### src/rtl/mem_stage.sv
// Memory-access pipeline stage: issues loads/stores over a req/ready + rvalid
// port, steers byte lanes, extends load data and registers writeback results.
module mem_stage #(
  parameter int width   = 32,
  parameter int rsWidth = 5
) (
  input  logic               clk,
  input  logic               resetN,
  input  logic               read,
  input  logic               write,
  input  logic               noMEM,
  input  logic [width-1:0]   value,
  input  logic [width-1:0]   address,
  input  logic [2:0]         addressMode,
  input  logic [rsWidth-1:0] rd,
  output logic               memReq,
  output logic               memWe,
  output logic [width-1:0]   memAddr,
  output logic [width-1:0]   memWData,
  output logic [3:0]         memByteEn,
  input  logic               memReady,
  input  logic               memRValid,
  input  logic [width-1:0]   memRData,
  output logic               stallOut,
  output logic [rsWidth-1:0] rdOut,
  output logic [width-1:0]   valueOut,
  output logic               regWriteOut,
  output logic               misalignOut
);

  typedef enum logic [1:0] {IDLE, REQ, WAIT_RD} state_t;

  state_t state, state_next;

  logic               memop;
  logic               access_ok;
  logic [3:0]         st_be;
  logic [width-1:0]   st_data;
  logic [width-1:0]   load_ext;
  logic [7:0]         load_byte;
  logic [15:0]        load_half;

  logic               op_load_q;
  logic [1:0]         lane_q;
  logic [2:0]         mode_q;
  logic [rsWidth-1:0] rd_q;

  // The pass-through hint carries no information this stage needs.
  logic unused_nomem;
  assign unused_nomem = noMEM;

  assign memop = read | write;

  // Legal and naturally aligned; read wins when both flags are set.
  // NOTE: every always_comb output gets a default first so no latch is inferred.
  always_comb begin
    access_ok = 1'b0;
    case (addressMode)
      3'd0:    access_ok = 1'b1;
      3'd1:    access_ok = ~address[0];
      3'd2:    access_ok = (address[1:0] == 2'b00);
      3'd4:    access_ok = read;
      3'd5:    access_ok = read & ~address[0];
      default: access_ok = 1'b0;
    endcase
  end

  always_comb begin
    st_be   = 4'b1111;
    st_data = value;
    case (addressMode)
      3'd0: begin
        st_be   = 4'b0001 << address[1:0];
        st_data = {(width/8){value[7:0]}};
      end
      3'd1: begin
        st_be   = 4'b0011 << {address[1], 1'b0};
        st_data = {(width/16){value[15:0]}};
      end
      default: ;
    endcase
  end

  always_comb begin
    load_byte = memRData[{lane_q, 3'b000} +: 8];
    load_half = memRData[{lane_q[1], 4'b0000} +: 16];
    case (mode_q)
      3'd0:    load_ext = {{(width-8){load_byte[7]}}, load_byte};
      3'd4:    load_ext = {{(width-8){1'b0}}, load_byte};
      3'd1:    load_ext = {{(width-16){load_half[15]}}, load_half};
      3'd5:    load_ext = {{(width-16){1'b0}}, load_half};
      default: load_ext = memRData;
    endcase
  end

  // NOTE: sequential state uses non-blocking assignments only.
  always_ff @(posedge clk or negedge resetN) begin
    if (!resetN) state <= IDLE;
    else         state <= state_next;
  end

  always_comb begin
    state_next = state;
    case (state)
      IDLE:    if (memop && access_ok) state_next = REQ;
      REQ:     if (memReady) state_next = op_load_q ? WAIT_RD : IDLE;
      WAIT_RD: if (memRValid) state_next = IDLE;
      default: state_next = IDLE;
    endcase
  end

  // A store leaves the stage on acceptance, so EX may advance in that cycle.
  always_comb begin
    memReq   = (state == REQ);
    stallOut = 1'b0;
    case (state)
      IDLE:    stallOut = memop & access_ok;
      REQ:     stallOut = ~(memReady & ~op_load_q);
      WAIT_RD: stallOut = ~memRValid;
      default: stallOut = 1'b0;
    endcase
  end

  always_ff @(posedge clk or negedge resetN) begin
    if (!resetN) begin
      op_load_q   <= 1'b0;
      lane_q      <= '0;
      mode_q      <= '0;
      rd_q        <= '0;
      memWe       <= 1'b0;
      memAddr     <= '0;
      memWData    <= '0;
      memByteEn   <= '0;
      rdOut       <= '0;
      valueOut    <= '0;
      regWriteOut <= 1'b0;
      misalignOut <= 1'b0;
    end else begin
      regWriteOut <= 1'b0;
      misalignOut <= 1'b0;
      case (state)
        IDLE: begin
          if (!memop) begin
            rdOut       <= rd;
            valueOut    <= value;
            regWriteOut <= (rd != '0);
          end else if (access_ok) begin
            op_load_q <= read;
            lane_q    <= address[1:0];
            mode_q    <= addressMode;
            rd_q      <= rd;
            memWe     <= ~read;
            memAddr   <= {address[width-1:2], 2'b00};
            memWData  <= st_data;
            memByteEn <= read ? 4'b1111 : st_be;
          end else begin
            misalignOut <= 1'b1;
          end
        end
        WAIT_RD: begin
          if (memRValid) begin
            rdOut       <= rd_q;
            valueOut    <= load_ext;
            regWriteOut <= (rd_q != '0);
          end
        end
        default: ;
      endcase
    end
  end

endmodule

### config.mk
export PLATFORM = sky130hd
export DESIGN_NAME = mem_stage
export DESIGN_NICKNAME = d
export VERILOG_FILES = /design/src/rtl/mem_stage.sv
export SDC_FILE = /design/constraint.sdc
export NUM_CORES = 1
export LEC_CHECK = 0
export BUFFER_PORTS_ARGS = -buffer_cell sky130_fd_sc_hd__buf_4
export CAP_MARGIN = 20
export CORE_MARGIN = 2
export CORE_UTILIZATION = 39
export DETAILED_ROUTE_END_ITERATION = 10
export GPL_TIMING_DRIVEN = 0
export PLACE_DENSITY = 0.71
export SYNTH_ARGS = -nofsm -noshare
export SYNTH_HDL_FRONTEND = slang
export SYNTH_SLANG_ARGS = --single-unit
### constraint.sdc
create_clock -name clk -period 2.66 [get_ports clk]
set_clock_uncertainty 0.05 [all_clocks]
set_input_delay 0.798 -clock clk [delete_from_list [all_inputs] [get_ports clk]]
set_output_delay 0.798 -clock clk [all_outputs]
set_load 0.05 [all_outputs]
Yosys cells after proc, flatten, opt, wreduce, memory -nomap -nowiden
Cells that the tools add are included.
{ "totals": {"reg_bits": 119, "latch_bits": 0, "mem_bits_rw": 0, "romBits": 0, "in_bits": 111, "out_inout_bits": 110, "mem_count": 0} }
{ "op_classes": {"addsub": 0, "mul": 0, "div_mod_pow": 0, "n_lt_le_gt_ge": 0, "eq_ne": 13, "n_shift": 4, "mux": 23, "n_bitwise": 9, "reduce_logical": 11} }
{ "ops": {"columns": ["op", "count"], "rows": [
  ["32-bit one-hot mux with 2 select lines", 2],
  ["32-bit one-hot mux with 4 select lines", 1],
  ["32-bit 2-to-1 mux", 2],
  ["32-bit by 6-bit variable part select with 16-bit output", 1],
  ["32-bit by 6-bit variable part select with 8-bit output", 1],
  ["3-bit == test (second input constant)", 4],
  ["5-bit 2-to-1 mux", 2],
  ["5-bit one-hot mux with 2 select lines", 1],
  ["5-bit nonzero test", 2],
  ["3-bit AND reduction", 3],
  ["2-bit 2-to-1 mux", 4],
  ["4-bit one-hot mux with 2 select lines", 1],
  ["3-bit by 1-bit == test with 1-bit output (second input constant)", 2],
  ["3-bit zero test", 2],
  ["2-bit != test (second input constant)", 3],
  ["2-bit one-hot mux with 3 select lines", 1],
  ["1-bit 2-to-1 mux", 5],
  ["1-bit NOT", 5],
  ["1-bit one-hot mux with 5 select lines", 1],
  ["2-bit zero test", 2],
  ["4-bit 2-to-1 mux", 1],
  ["1-bit by 2-bit left shift with 4-bit output (first input constant)", 1],
  ["2-bit by 2-bit left shift with 4-bit output (first input constant)", 1],
  ["1-bit AND", 3],
  ["other kinds (9)", 9]
]} }

Logic depth before layout (Yosys ltp)
{ "depth": {"ltp_word": 6, "mapped_depth": 8, "mapped_depth_nobuf": 4} }

Worst setup path after synthesis
OpenSTA, ideal clock, no wires.
{ "synth_path": {"path_type": "input to output", "startpoint": "input port read", "endpoint": "output port stallOut", "t_arrival_ns": 2.022, "required_time_ns": 1.812, "path_slack_ns": -0.210, "path_stages": 6, "path_buffers": 2, "cell_sequence": "nand2b_1 a32oi_1 nor4_4 buf_6 buf_6 a211o_1"} }
{ "synth_via": {"elab_chain_cells": 4, "word_cells_on_any_way": 5} }
{ "synth_rtl": {"columns": ["item", "line", "rtl"], "rows": [
  ["start, declared", "9", "input logic read,"],
  ["1-bit AND", "63", "3'd5: access_ok = read & ~address[0];"],
  ["1-bit one-hot mux with 5 select lines", "58", "case (addressMode)"],
  ["1-bit AND (*)", "117", "IDLE: stallOut = memop & access_ok;"],
  ["1-bit one-hot mux with 3 select lines (*)", "116", "case (state)"],
  ["end, declared", "24", "output logic stallOut,"]
]} }
Every way passes the cells marked *; elsewhere a longest branch is shown, timed or not.

Worst setup path in the final report
Same ends and word-level chain as after synthesis.

==> results.yml <==
status:
  status: "finished, final reports clean"
timing:
  worstMarginPinSlew_ns: 0.655
  fin_crit_ns: 2.60
  maxSlewHeadroom: 0.561
  slew_violations: 0
  rsz0062_at_grt: "false"
  fmax_mhz: 385
  finalHoldViolations: 0
  final.period_utilization: 0.976
  finalSetupViolCount: 0
  worst_hold_slack_ns: 0.278
route:
  drcViolationCount: 0
  first_iter_violations: 430
  viasPerCell: 5.46
  via_count: 5271
  postRouteAntennaNets: 0
  dr.pass1.iters: 5
  wirelength_um: 20300
  routedWlPerCell_um: 21.0
die:
  dieHeight_um: 127
  die_area_um2: 16000
  start_util: 0.402
  die_w_um: 127
  io_pins: 221
  core_um2: 14600
  num_rows: 44
global_route:
  grt_pass1_wl_um: 30900
  overflow: 0
  grt_pass1_vias: 5424
  grt_usage: 0.255
  antenna_found_initial: 0
  grt_max_degree: 64
clock_tree:
  numCtsBuffers: 17
  clk_path_buf_depth: 2
  htree_levels: 4
  clkSlewWorstSetupHoldPaths_ns: 0.05
  cts.sinks: 119
  postCtsHoldBufs: 0
  cts-root-buf: "clkbuf_16"
  cts_tree: "yes"
  clkLatencyLatePin_ns: 0.42
yosys:
  syn_area_um2: 5860
  avgSynthCellArea_um2: 11.1
  syn_inst: 526
  synthTopCellsByCount: "dfrtp_1, mux2_2, nor2_1"
  synthArstFlopShare: 1.00
  synth_top_area_frac: 0.508
  synthFlopType: "dfrtp_1"
  ys_seq_area_frac: 0.508
  yosysMostFrequentCell: "dfrtp_1"
  synth_edf_count: 0
  yosysUniqueCellTypes: 50
  synth_area_leader_cell: "dfrtp_1"
  synth_area_leaders: "dfrtp_1, mux2_2, nor2_1"
  synth.ff_latch_count: 119
  ys_warn_count: 0
placed_design:
  place_hpwl_um: 15300
  place.gp.congestion: 0.915
  io_buffer_count: 217
  place_area_um2: 7780
finish:
  drive_gt1_frac: 0.498
  diodes: 0
  final_area_um2: 8500
  fin_nets: 880
  areaGrowthSynthToFinish_pct: 45.0
worst_setup_path:
  cp-start-kind: "input pin"
  r2r_slack_ns: 0.50
  worstRegToRegCells: 5
  crit_arrival_ns: 1.75
  path_max_fanout: 5
  critical_path_class: "input pin to primary output"
  r2r_start: "lane_q[1]$_DFFE_PN0P_"
  worstReg2RegEnd: "valueOut[30]$_DFFE_PN0P_"
  critPathRequiredTime_ns: 1.81
  endpoint_kind: "primary output"
power:
  ir_worst_vdd_mv: 0.855
  power_density_nw_per_um2: 1410
  p_leak_nw: 3.88
run:
  cap_violations: 0
min_path:
  min-delay-path-class: "input pin to asynchronous set/reset pin"
-- how the worst max path moves through the flow --
stage	from	end	slack, ns	cells after the start
global placement	addressMode[0]	stallOut	-0.69	8
detailed placement	addressMode[0]	stallOut	-0.70	8
global route	state[1]$_DFFE_PN0P_	stallOut	0.005	6
floorplan	read	stallOut	-0.06	6
finish	read	stallOut	0.06	6
CTS	read	stallOut	-0.14	7
-- placed cells by master (no fill, tap or decap), types with 5 or more instances in the layout --
cell type / n
a21oi_1: 24
inv_1: 8
nor3_1: 10
mux2i_1: 15
a31oi_1: 6
nand2_1: 45
nor2_1: 48
a31o_2: 5
a221oi_1: 11
o22ai_1: 5
buf_2: 18
buf_4: 224
mux2_2: 92
clkbuf_16: 17
o221ai_1: 5
o21ai_0: 19
mux2_1: 6
a211oi_1: 9
dfrtp_1: 119
nand2b_1: 10
clkbuf_1: 15
-- per-layer routing --
| layer | up-vias | track usage | wire (µm) |
|---|---|---|---|
| li1 | 2383 | - | - |
| met1 | 2599 | 0.338 | 8690 |
| met2 | 256 | 0.406 | 9510 |
| met3 | 33 | 0.0721 | 1690 |
| met4 | 0 | 0.0808 | 367 |
| met5 | - | 0 | 0 |
-- through the flow --
| stage | worst slack (ns) | std cells | util | power (W) | TNS [ns] |
|---|---|---|---|---|---|
| floorplan | -0.0595 | 527 | - | 0.00741 | -0.0595 |
| global placement | -0.689 | 928 | 0.531 | 0.00940 | -1.86 |
| detailed placement | -0.696 | 929 | 0.533 | 0.00950 | -2.52 |
| CTS | -0.135 | 963 | 0.580 | 0.0120 | -0.135 |
| global route | 0.00493 | 965 | 0.583 | 0.0125 | 0 |
| finish | 0.0635 | 965 | 0.583 | 0.0120 | 0 |
-- power breakdown --
| group | internal (W) | total, W | switching (W) |
|---|---|---|---|
| logic | 0.00209 | 0.00637 | 0.00428 |
| registers | 0.00265 | 0.00317 | 0.000523 |
| clock network | 0.00163 | 0.00244 | 0.000809 |
| total | 0.00637 | 0.0120 | 0.00561 |
-- layout make-up --
class | instances | area, µm²
timing repair buffer | 225 | 1730
buffer | 36 | 188
multi-input combinational | 361 | 2720
clock buffer | 23 | 478
fill | 1251 | 6090
sequential | 119 | 2980
inverter | 9 | 33.8
tap | 184 | 230
clock inverter | 8 | 145
-- registers in the layout, summed over array words and instances, names as in the netlist --
signal and count:
memByteEn 4, rdOut 5, regWriteOut 1, valueOut 32, op_load_q 1, mode_q 3, lane_q 2, misalignOut 1
rd_q 5, memWe 1, memWData 32, memAddr 30, state 2
-- worst max-delay path, cell delays in order --
cell,delay (ns)
buf_8,0.11
nand2b_4,0.14
a32oi_4,0.21
nor4_4,0.07
a211o_4,0.27
buf_8,0.15
-- timing repair --
item                                    in CTS  in global routing
endpoints found under the setup margin       1                  1
setup buffers                                4                  4
pin swaps                                    2                  2
resized for setup                           10                 10
cloned                                       0                  0
-- cell families after synthesis --
family / after synthesis / share of synthesized area
AOI/OAI and AO/OA: 108 / 0.129
buffers and inverters: 47 / 0.0386
DFF: 119 / 0.508
muxes: 113 / 0.214
other: 1 / 0.000640
and+or+nand+nor: 138 / 0.110
No activity file was read; power rests on OpenSTA's default activity.
